==> config.mk <==
export PLATFORM = sky130hd
export DESIGN_NAME = button_count_ctrl
export DESIGN_NICKNAME = d
export VERILOG_FILES = /design/src/rtl/button_count_ctrl.sv
export SDC_FILE = /design/constraint.sdc
export NUM_CORES = 1
export LEC_CHECK = 0
export ABC_AREA = 1
export BUFFER_PORTS_ARGS = -buffer_cell sky130_fd_sc_hd__buf_4
export CAP_MARGIN = 20
export CORE_UTILIZATION = 63
export CTS_BUF_LIST = sky130_fd_sc_hd__clkbuf_8
export CTS_CLUSTER_DIAMETER = 30
export DETAILED_ROUTE_END_ITERATION = 12
export GPL_ROUTABILITY_DRIVEN = 0
export MAX_ROUTING_LAYER = met4
export PLACE_DENSITY = 0.8
export SLEW_MARGIN = 10
export SYNTH_ARGS = -nofsm -noshare
export SYNTH_HDL_FRONTEND = slang
export SYNTH_SLANG_ARGS = --single-unit
==> constraint.sdc <==
create_clock -name clk -period 2.7 [get_ports clk]
set_input_delay 0.27 -clock clk [delete_from_list [all_inputs] [get_ports clk]]
set_output_delay 0.27 -clock clk [all_outputs]
set_load 0.005 [all_outputs]
==> src/rtl/button_count_ctrl.sv <==
// Up/down counter stepped by debounced buttons: one step per press, auto-repeat
// while held, saturating or wrapping limits, and a preset load.
module button_count_ctrl #(
  parameter int WIDTH         = 8,
  parameter int MIN_VAL       = 0,
  parameter int MAX_VAL       = 255,
  parameter int STEP          = 1,
  parameter int RESET_VAL     = 0,
  parameter int PRESET_VAL    = 22,
  parameter int HOLD_CYCLES   = 50000000,
  parameter int REPEAT_CYCLES = 10000000
) (
  input  logic             clk,
  input  logic             reset,
  input  logic             btn_up,
  input  logic             btn_down,
  input  logic             btn_preset,
  input  logic             wrap_en,
  output logic [WIDTH-1:0] count,
  output logic             at_max,
  output logic             at_min,
  output logic             step_pulse,
  output logic             limit_hit,
  output logic [1:0]       fsm_state
);

  localparam int TMAX = (HOLD_CYCLES > REPEAT_CYCLES) ? HOLD_CYCLES : REPEAT_CYCLES;
  localparam int TW   = $clog2(TMAX);

  localparam logic [WIDTH:0]   MIN_E       = (WIDTH+1)'(MIN_VAL);
  localparam logic [WIDTH:0]   MAX_E       = (WIDTH+1)'(MAX_VAL);
  localparam logic [WIDTH:0]   STEP_E      = (WIDTH+1)'(STEP);
  localparam logic [WIDTH:0]   RANGE_E     = (WIDTH+1)'(MAX_VAL - MIN_VAL + 1);
  localparam logic [TW-1:0]    HOLD_LAST   = TW'(HOLD_CYCLES - 1);
  localparam logic [TW-1:0]    REPEAT_LAST = TW'(REPEAT_CYCLES - 1);
  localparam logic [WIDTH-1:0] RESET_W     = WIDTH'(RESET_VAL);
  localparam logic [WIDTH-1:0] PRESET_W    = WIDTH'(PRESET_VAL);

  typedef enum logic [1:0] {
    S_IDLE   = 2'd0,
    S_ARMED  = 2'd1,
    S_REPEAT = 2'd2
  } state_t;

  typedef enum logic {
    DIR_UP   = 1'b0,
    DIR_DOWN = 1'b1
  } dir_t;

  state_t        state;
  dir_t          dir;
  logic [TW-1:0] timer;
  logic          up_q;
  logic          down_q;
  logic          preset_q;
  // Low for the first clock after reset so a button held across reset
  // release is only sampled into history, never treated as a press.
  logic          live;

  logic           up_press;
  logic           down_press;
  logic           preset_press;
  logic           both_held;
  logic           dir_held;
  logic           step_up;
  logic [WIDTH:0] cnt_e;
  logic [WIDTH:0] up_sum;
  logic [WIDTH:0] down_floor;
  logic [WIDTH:0] res_e;
  logic           res_clamp;
  logic           res_changed;
  logic           res_at_max;
  logic           res_at_min;

  assign up_press     = btn_up & ~up_q;
  assign down_press   = btn_down & ~down_q;
  assign preset_press = btn_preset & ~preset_q;
  assign both_held    = btn_up & btn_down;
  assign dir_held     = (dir == DIR_UP) ? btn_up : btn_down;
  assign step_up      = (state == S_IDLE) ? up_press : (dir == DIR_UP);
  assign fsm_state    = state;

  assign cnt_e      = {1'b0, count};
  assign up_sum     = cnt_e + STEP_E;
  assign down_floor = MIN_E + STEP_E;

  // Candidate result of one step in the selected direction; all sums fit in
  // WIDTH+1 bits because MAX_VAL < 2**WIDTH and STEP <= MAX_VAL-MIN_VAL.
  always_comb begin
    res_e     = cnt_e;
    res_clamp = 1'b0;
    if (step_up) begin
      if (up_sum > MAX_E) begin
        if (wrap_en) begin
          res_e = up_sum - RANGE_E;
        end else begin
          res_e     = MAX_E;
          res_clamp = 1'b1;
        end
      end else begin
        res_e = up_sum;
      end
    end else begin
      if (cnt_e < down_floor) begin
        if (wrap_en) begin
          res_e = cnt_e + RANGE_E - STEP_E;
        end else begin
          res_e     = MIN_E;
          res_clamp = 1'b1;
        end
      end else begin
        res_e = cnt_e - STEP_E;
      end
    end
  end

  assign res_changed = (res_e != cnt_e);
  assign res_at_max  = (res_e == MAX_E);
  assign res_at_min  = (res_e == MIN_E);

  always_ff @(posedge clk or posedge reset) begin
    if (reset) begin
      count      <= RESET_W;
      at_max     <= (RESET_VAL == MAX_VAL);
      at_min     <= (RESET_VAL == MIN_VAL);
      step_pulse <= 1'b0;
      limit_hit  <= 1'b0;
      state      <= S_IDLE;
      dir        <= DIR_UP;
      timer      <= '0;
      up_q       <= 1'b0;
      down_q     <= 1'b0;
      preset_q   <= 1'b0;
      live       <= 1'b0;
    end else begin
      step_pulse <= 1'b0;
      limit_hit  <= 1'b0;
      up_q       <= btn_up;
      down_q     <= btn_down;
      preset_q   <= btn_preset;
      live       <= 1'b1;
      if (live) begin
        if (preset_press) begin
          count      <= PRESET_W;
          at_max     <= (PRESET_VAL == MAX_VAL);
          at_min     <= (PRESET_VAL == MIN_VAL);
          step_pulse <= (count != PRESET_W);
          state      <= S_IDLE;
          timer      <= '0;
        end else if (both_held) begin
          state <= S_IDLE;
          timer <= '0;
        end else begin
          case (state)
            S_IDLE: begin
              if (up_press || down_press) begin
                count      <= res_e[WIDTH-1:0];
                at_max     <= res_at_max;
                at_min     <= res_at_min;
                step_pulse <= res_changed;
                limit_hit  <= res_clamp;
                dir        <= up_press ? DIR_UP : DIR_DOWN;
                timer      <= '0;
                state      <= S_ARMED;
              end
            end
            S_ARMED: begin
              if (!dir_held) begin
                state <= S_IDLE;
                timer <= '0;
              end else if (timer == HOLD_LAST) begin
                count      <= res_e[WIDTH-1:0];
                at_max     <= res_at_max;
                at_min     <= res_at_min;
                step_pulse <= res_changed;
                limit_hit  <= res_clamp;
                timer      <= '0;
                state      <= S_REPEAT;
              end else begin
                timer <= timer + TW'(1);
              end
            end
            S_REPEAT: begin
              if (!dir_held) begin
                state <= S_IDLE;
                timer <= '0;
              end else if (timer == REPEAT_LAST) begin
                count      <= res_e[WIDTH-1:0];
                at_max     <= res_at_max;
                at_min     <= res_at_min;
                step_pulse <= res_changed;
                limit_hit  <= res_clamp;
                timer      <= '0;
              end else begin
                timer <= timer + TW'(1);
              end
            end
            default: begin
              state <= S_IDLE;
              timer <= '0;
            end
          endcase
        end
      end
    end
  end

endmodule
==> results of run 1 <==
==> logic make-up (layout without fill, tap and decap cells) <==
group                    count (synthesis)  in the layout
AO/OA/AOI/OAI                           59             59
other                                    1              1
buffers and inverters                   84            108
AND/OR/NAND/NOR                        252            252
adder cells (fa/ha/maj)                  9              9
XOR/XNOR                                12             12
flip-flops                              45             45
==> report_power, final <==
part           switching [W]  internal (W)  leakage (nW)  total (W)
clock               0.000230      0.000298        0.0626   0.000528
sequential          0.000115      0.000744         0.594   0.000859
combinational       0.000876      0.000472          1.01    0.00135
==> worst paths after layout <==
kind,from,to,slack [ns],depth (start not counted)
max,timer[1]$_DFFE_PP0P_,timer[21]$_DFFE_PP0P_,0.33,14
min,btn_preset,preset_q$_DFF_PP0_,0.08,1
max reg2reg,timer[1]$_DFFE_PP0P_,timer[21]$_DFFE_PP0P_,0.33,14
min reg2reg,at_min$_DFFE_PP1P_,at_min$_DFFE_PP1P_,0.48,2
max in group asynchronous,reset,timer[10]$_DFFE_PP0P_,1.94,2
min in group asynchronous,reset,timer[17]$_DFFE_PP0P_,0.17,2
==> metal layers <==
metal  part of all wire  vias up
met2               0.50      114
met4              0.023        0
met5                  0        -
met3              0.051       23
li1                   -     1529
met1               0.43     1426
==> metrics by stage <==
| stage | cell area [um^2] | std cells | hold slack [ns] |
|---|---|---|---|
| after floorplan | 3260 | 462 | 0.301 |
| after global placement | 3470 | 545 | 0.390 |
| after detailed placement | 3470 | 545 | 0.393 |
| after CTS | 3580 | 553 | 0.0830 |
| after global routing | 3580 | 553 | 0.0742 |
| final | 3580 | 553 | 0.0809 |
==> cell type report <==
| cell class | instances | share of cell area |
|---|---|---|
| Tap cell | 67 | 0.0234 |
| Timing Repair Buffer | 23 | 0.0482 |
| Multi-Input combinational cell | 333 | 0.500 |
| Clock inverter | 2 | 0.00943 |
| Sequential cell | 45 | 0.315 |
| Inverter | 77 | 0.0814 |
| Clock buffer | 6 | 0.0231 |
==> synthesized netlist by cell type, types with 5 or more instances <==
cell,count
nand3_1,26
nand2_2,9
inv_1,67
o21ai_1,6
dfrtp_1,44
inv_2,8
xor2_1,11
o22ai_1,5
nor3_1,16
a21oi_1,11
nand4_1,15
o21ai_0,20
nand2_1,102
nor2_2,7
nor2_1,57
ha_1,9
==> out/metrics.cfg, run 1 <==
[place]
io_buffers=19
dp.final_hpwl_um=5780
place_worst_setup_slack_ns=0.340

[sta]
period_share=0.877
slew_violations=0
setup_ws_ns=0.332
rsz0062_at_grt=false
slew_headroom=0.378
fin_crit_ns=2.37
setup_viol=0
skew_ns=0.00734
fmaxAchievable_mhz=422
worstMarginPinSlew_ns=0.931
hold_viol_final=0
fin_tns_setup_ns=0

[worst_setup_path]
critical_path_buf_inv_count=2
path_delay_family=simple AND/OR/NAND/NOR gates
path_max_fanout=20
crit_slowest_cell=nor2_2
cp-start-kind=flop
cp_data_required_time_ns=2.90
arrival_ns=2.56
slowest_delay_ns=0.61
cpMostUsedCell=nand2_1
critPathKind=reg -> reg
path_cells=ha_1 > nand2_1 > inv_1 > nand3_2 > nor3_2 > nand2_1 > nand2_1 > nand2_1 > nand2_1 > nor3_4 > nor2_2 > inv_1 > nand2_1 > nor2_1
cp-end-kind=flop

[logic_synthesis]
syn_area_um2=3260
ys_warn_count=0
synth.avg_cell_area_um2=7.06
synth_simple_gate_area_share=0.372
synth_edf_count=0
synth_top_flop_cell=dfrtp_1
synth_cell_types=41
synth_seq_cells=45
async_reset_ff_frac=1.00
synth_mux_area_frac=0
synth_top_family_by_area=simple AND/OR/NAND/NOR gates
yosys.area.top_type=dfrtp_1
ys_seq_area_frac=0.346
synth_cells=462
synth_xor_area_frac=0.0322
synthAdderAreaFrac=0.0345
synthTopCellsByArea=dfrtp_1, nand2_1, inv_1
syn_nets=477
synth_compound_area_frac=0.109
synth_top_area_frac=0.338

[global_routing]
met2_usage=0.549
first_global_vias=2977
antenna_found_initial=0
grt_busiest_layer=met2
grt_max_degree=46
grt_pass1_wl_um=13000
met3_usage=0.0420
grt-ovfl-total=0
grt_use_met1=0.373
track_usage=0.318

[floorplan]
die_y_um=74.0
io_pins=20
die_x_um=74.0
rows=25
die-area_um2=5470
core_area_um2=4850
floorplan.initialDensity=0.673

[route]
drc_errors=0
num_vias=3092
firstDrtPassIters=5
drtIter0Drc=210
wire_per_inst_um=13.8
vias_per_cell=5.59
ant_nets=0
drt_wl_total_um=7620

[finish]
areaGrowthSynthToFinish_pct=9.82
final_common_cell=nand2_1
largest_register_ff_count=26
final_nets=500
largest_register=timer
diodes=0
multi_input_area_um2=1790
register_area_um2=1130
fin_util=0.739
fillCellCount=400
drive_gt1_frac=0.165
layout_common_cells=nand2_1, inv_1, nor2_1

[clock_tree]
ctsRootBufferMaster=clkbuf_8
cts.clk_slew.worst_paths_ns=0.09
numClockSinks=45
cts_max_level=2
ctsHoldBuffers=0
clock_latency_ns=0.30
clock_path_buffers=2
numCtsBuffers=5
cts_setup_buffers=0
cts_resized=0
cts_tree=done

[outcome]
run_status=complete, no violations

[power_and_ir_drop]
irDropWorstVdd_mv=0.311
p_leak_nw=1.67
total_power_w=0.00274
p_per_area_nw_per_um2=764

[flow_run]
cap_violations=0

[hold_path]
hold_class=in -> reg

Note: power is estimated with default switching activity, not from simulation.
==> inputs of run 2 (changes only) <==
Settings changed: CTS_BUF_LIST sky130_fd_sc_hd__clkbuf_8 to sky130_fd_sc_hd__clkbuf_4 sky130_fd_sc_hd__clkbuf_8, MAX_ROUTING_LAYER met4 to default.
==> out/metrics.cfg, run 2 (synthesis gave the netlist of run 1 again) <==
[route]
wl_met1_um=3340
drc_errors=0
ant_nets=0
vias_per_cell=5.54
drt_wl_total_um=7650
top_layer=met4
num_vias=3063
drtIter0Drc=256
wire_per_inst_um=13.8
firstDrtPassIters=6
wl_met2_um=3770
route.met3.wl_um=373

[power_and_ir_drop]
p_per_area_nw_per_um2=768
p_leak_nw=1.66
irDropWorstVdd_mv=0.313

[worst_setup_path]
startpoint=count[0]$_DFFE_PP0P_
path_delay_family=simple AND/OR/NAND/NOR gates
worst-path-stages=14
cp-end-kind=flop
cp-start-kind=flop
cpMostUsedCell=nand2_1
reg2reg_from=count[0]$_DFFE_PP0P_
path_max_fanout=10
arrival_ns=2.64
reg2reg_depth=14
endpoint=at_min$_DFFE_PP1P_
crit_slowest_cell=dfrtp_1
path_cells=inv_2 > ha_1 > nand2_1 > nor3_1 > nand2_1 > nand2_1 > nor2_1 > o21ai_0 > nand2_1 > inv_1 > nand2_1 > nor2_1 > nand3_1 > nand2_1
critPathKind=reg -> reg
cp_data_required_time_ns=2.94
rr_endpoint=at_min$_DFFE_PP1P_
critical_path_buf_inv_count=2
slowest_delay_ns=0.52
r2r_setup_slack_ns=0.31

[clock_tree]
cts_tree=done
cts_resized=0
cts_max_level=2
clock_path_buffers=2
ctsRootBufferMaster=clkbuf_8
clock_latency_ns=0.30
numClockSinks=45
cts_setup_buffers=0
cts.clk_slew.worst_paths_ns=0.08
numCtsBuffers=5
ctsHoldBuffers=0

[floorplan]
floorplan.initialDensity=0.673
io_pins=20
rows=25
die_x_um=74.0
die-area_um2=5470
core_area_um2=4850
die_y_um=74.0

[sta]
slew_headroom=0.384
fmaxAchievable_mhz=418
skew_ns=0.00495
slew_violations=0
setup_viol=0
rsz0062_at_grt=false
period_share=0.886
holdWs_ns=0.0829
hold_viol_final=0
fin_crit_ns=2.39
worstMarginPinSlew_ns=0.922
fin_tns_setup_ns=0

[place]
dp.final_hpwl_um=5780
dpl-instance-area_um2=3470
io_buffers=19

[global_routing]
first_global_vias=2988
grt-ovfl-total=0
antenna_found_initial=0
grt_pass1_wl_um=13000
grt_max_degree=46
track_usage=0.310

[finish]
largest_register=timer
fin_area_um2=3590
largest_register_ff_count=26
final_common_cell=nand2_1
final_nets=500
drive_gt1_frac=0.167
areaGrowthSynthToFinish_pct=9.93
layout_common_cells=nand2_1, inv_1, nor2_1
diodes=0

[flow_run]
cap_violations=0

[outcome]
run_status=complete, no violations

[hold_path]
hold_class=in -> reg

run 2: where the power goes:
group,leakage [nW],switching [W],internal [W]
Sequential,0.594,0.000116,0.000744
Clock,0.0619,0.000229,0.000312
Combinational,1.01,0.000880,0.000472
Total,1.66,0.00122,0.00153
run 2: worst min path at each step:
stage / cells after the start / startpoint / end
after floorplan: 0 / btn_down / down_q$_DFF_PP0_
after global placement: 1 / btn_preset / preset_q$_DFF_PP0_
after detailed placement: 1 / btn_preset / preset_q$_DFF_PP0_
after CTS: 1 / btn_preset / preset_q$_DFF_PP0_
after global routing: 1 / btn_preset / preset_q$_DFF_PP0_
final: 1 / btn_preset / preset_q$_DFF_PP0_
run 2: routing by layer:
metal,vias to the layer above,track usage
met2,111,0.552
met5,-,0
met1,1405,0.372
li1,1527,-
met3,20,0.0501
met4,0,0.128
run 2: layout make-up:
type,count,area (um^2)
Clock inverter,1,30.0
Tap cell,67,83.8
Multi-Input combinational cell,333,1790
Timing Repair Buffer,23,173
Fill cell,399,1260
Sequential cell,45,1130
Inverter,77,292
Clock buffer,7,90.1
run 2: stage by stage:
| stage | total power [W] | worst slack (ns) | util | std cells |
|---|---|---|---|---|
| finish | 0.00275 | 0.307 | 0.740 | 553 |
| global route | 0.00293 | 0.0885 | 0.740 | 553 |
| CTS | 0.00273 | 0.294 | 0.740 | 553 |
| detailed placement | 0.00219 | 0.340 | 0.715 | 545 |
| global placement | 0.00218 | 0.443 | 0.715 | 545 |
| floorplan | 0.00185 | 0.821 | - | 462 |
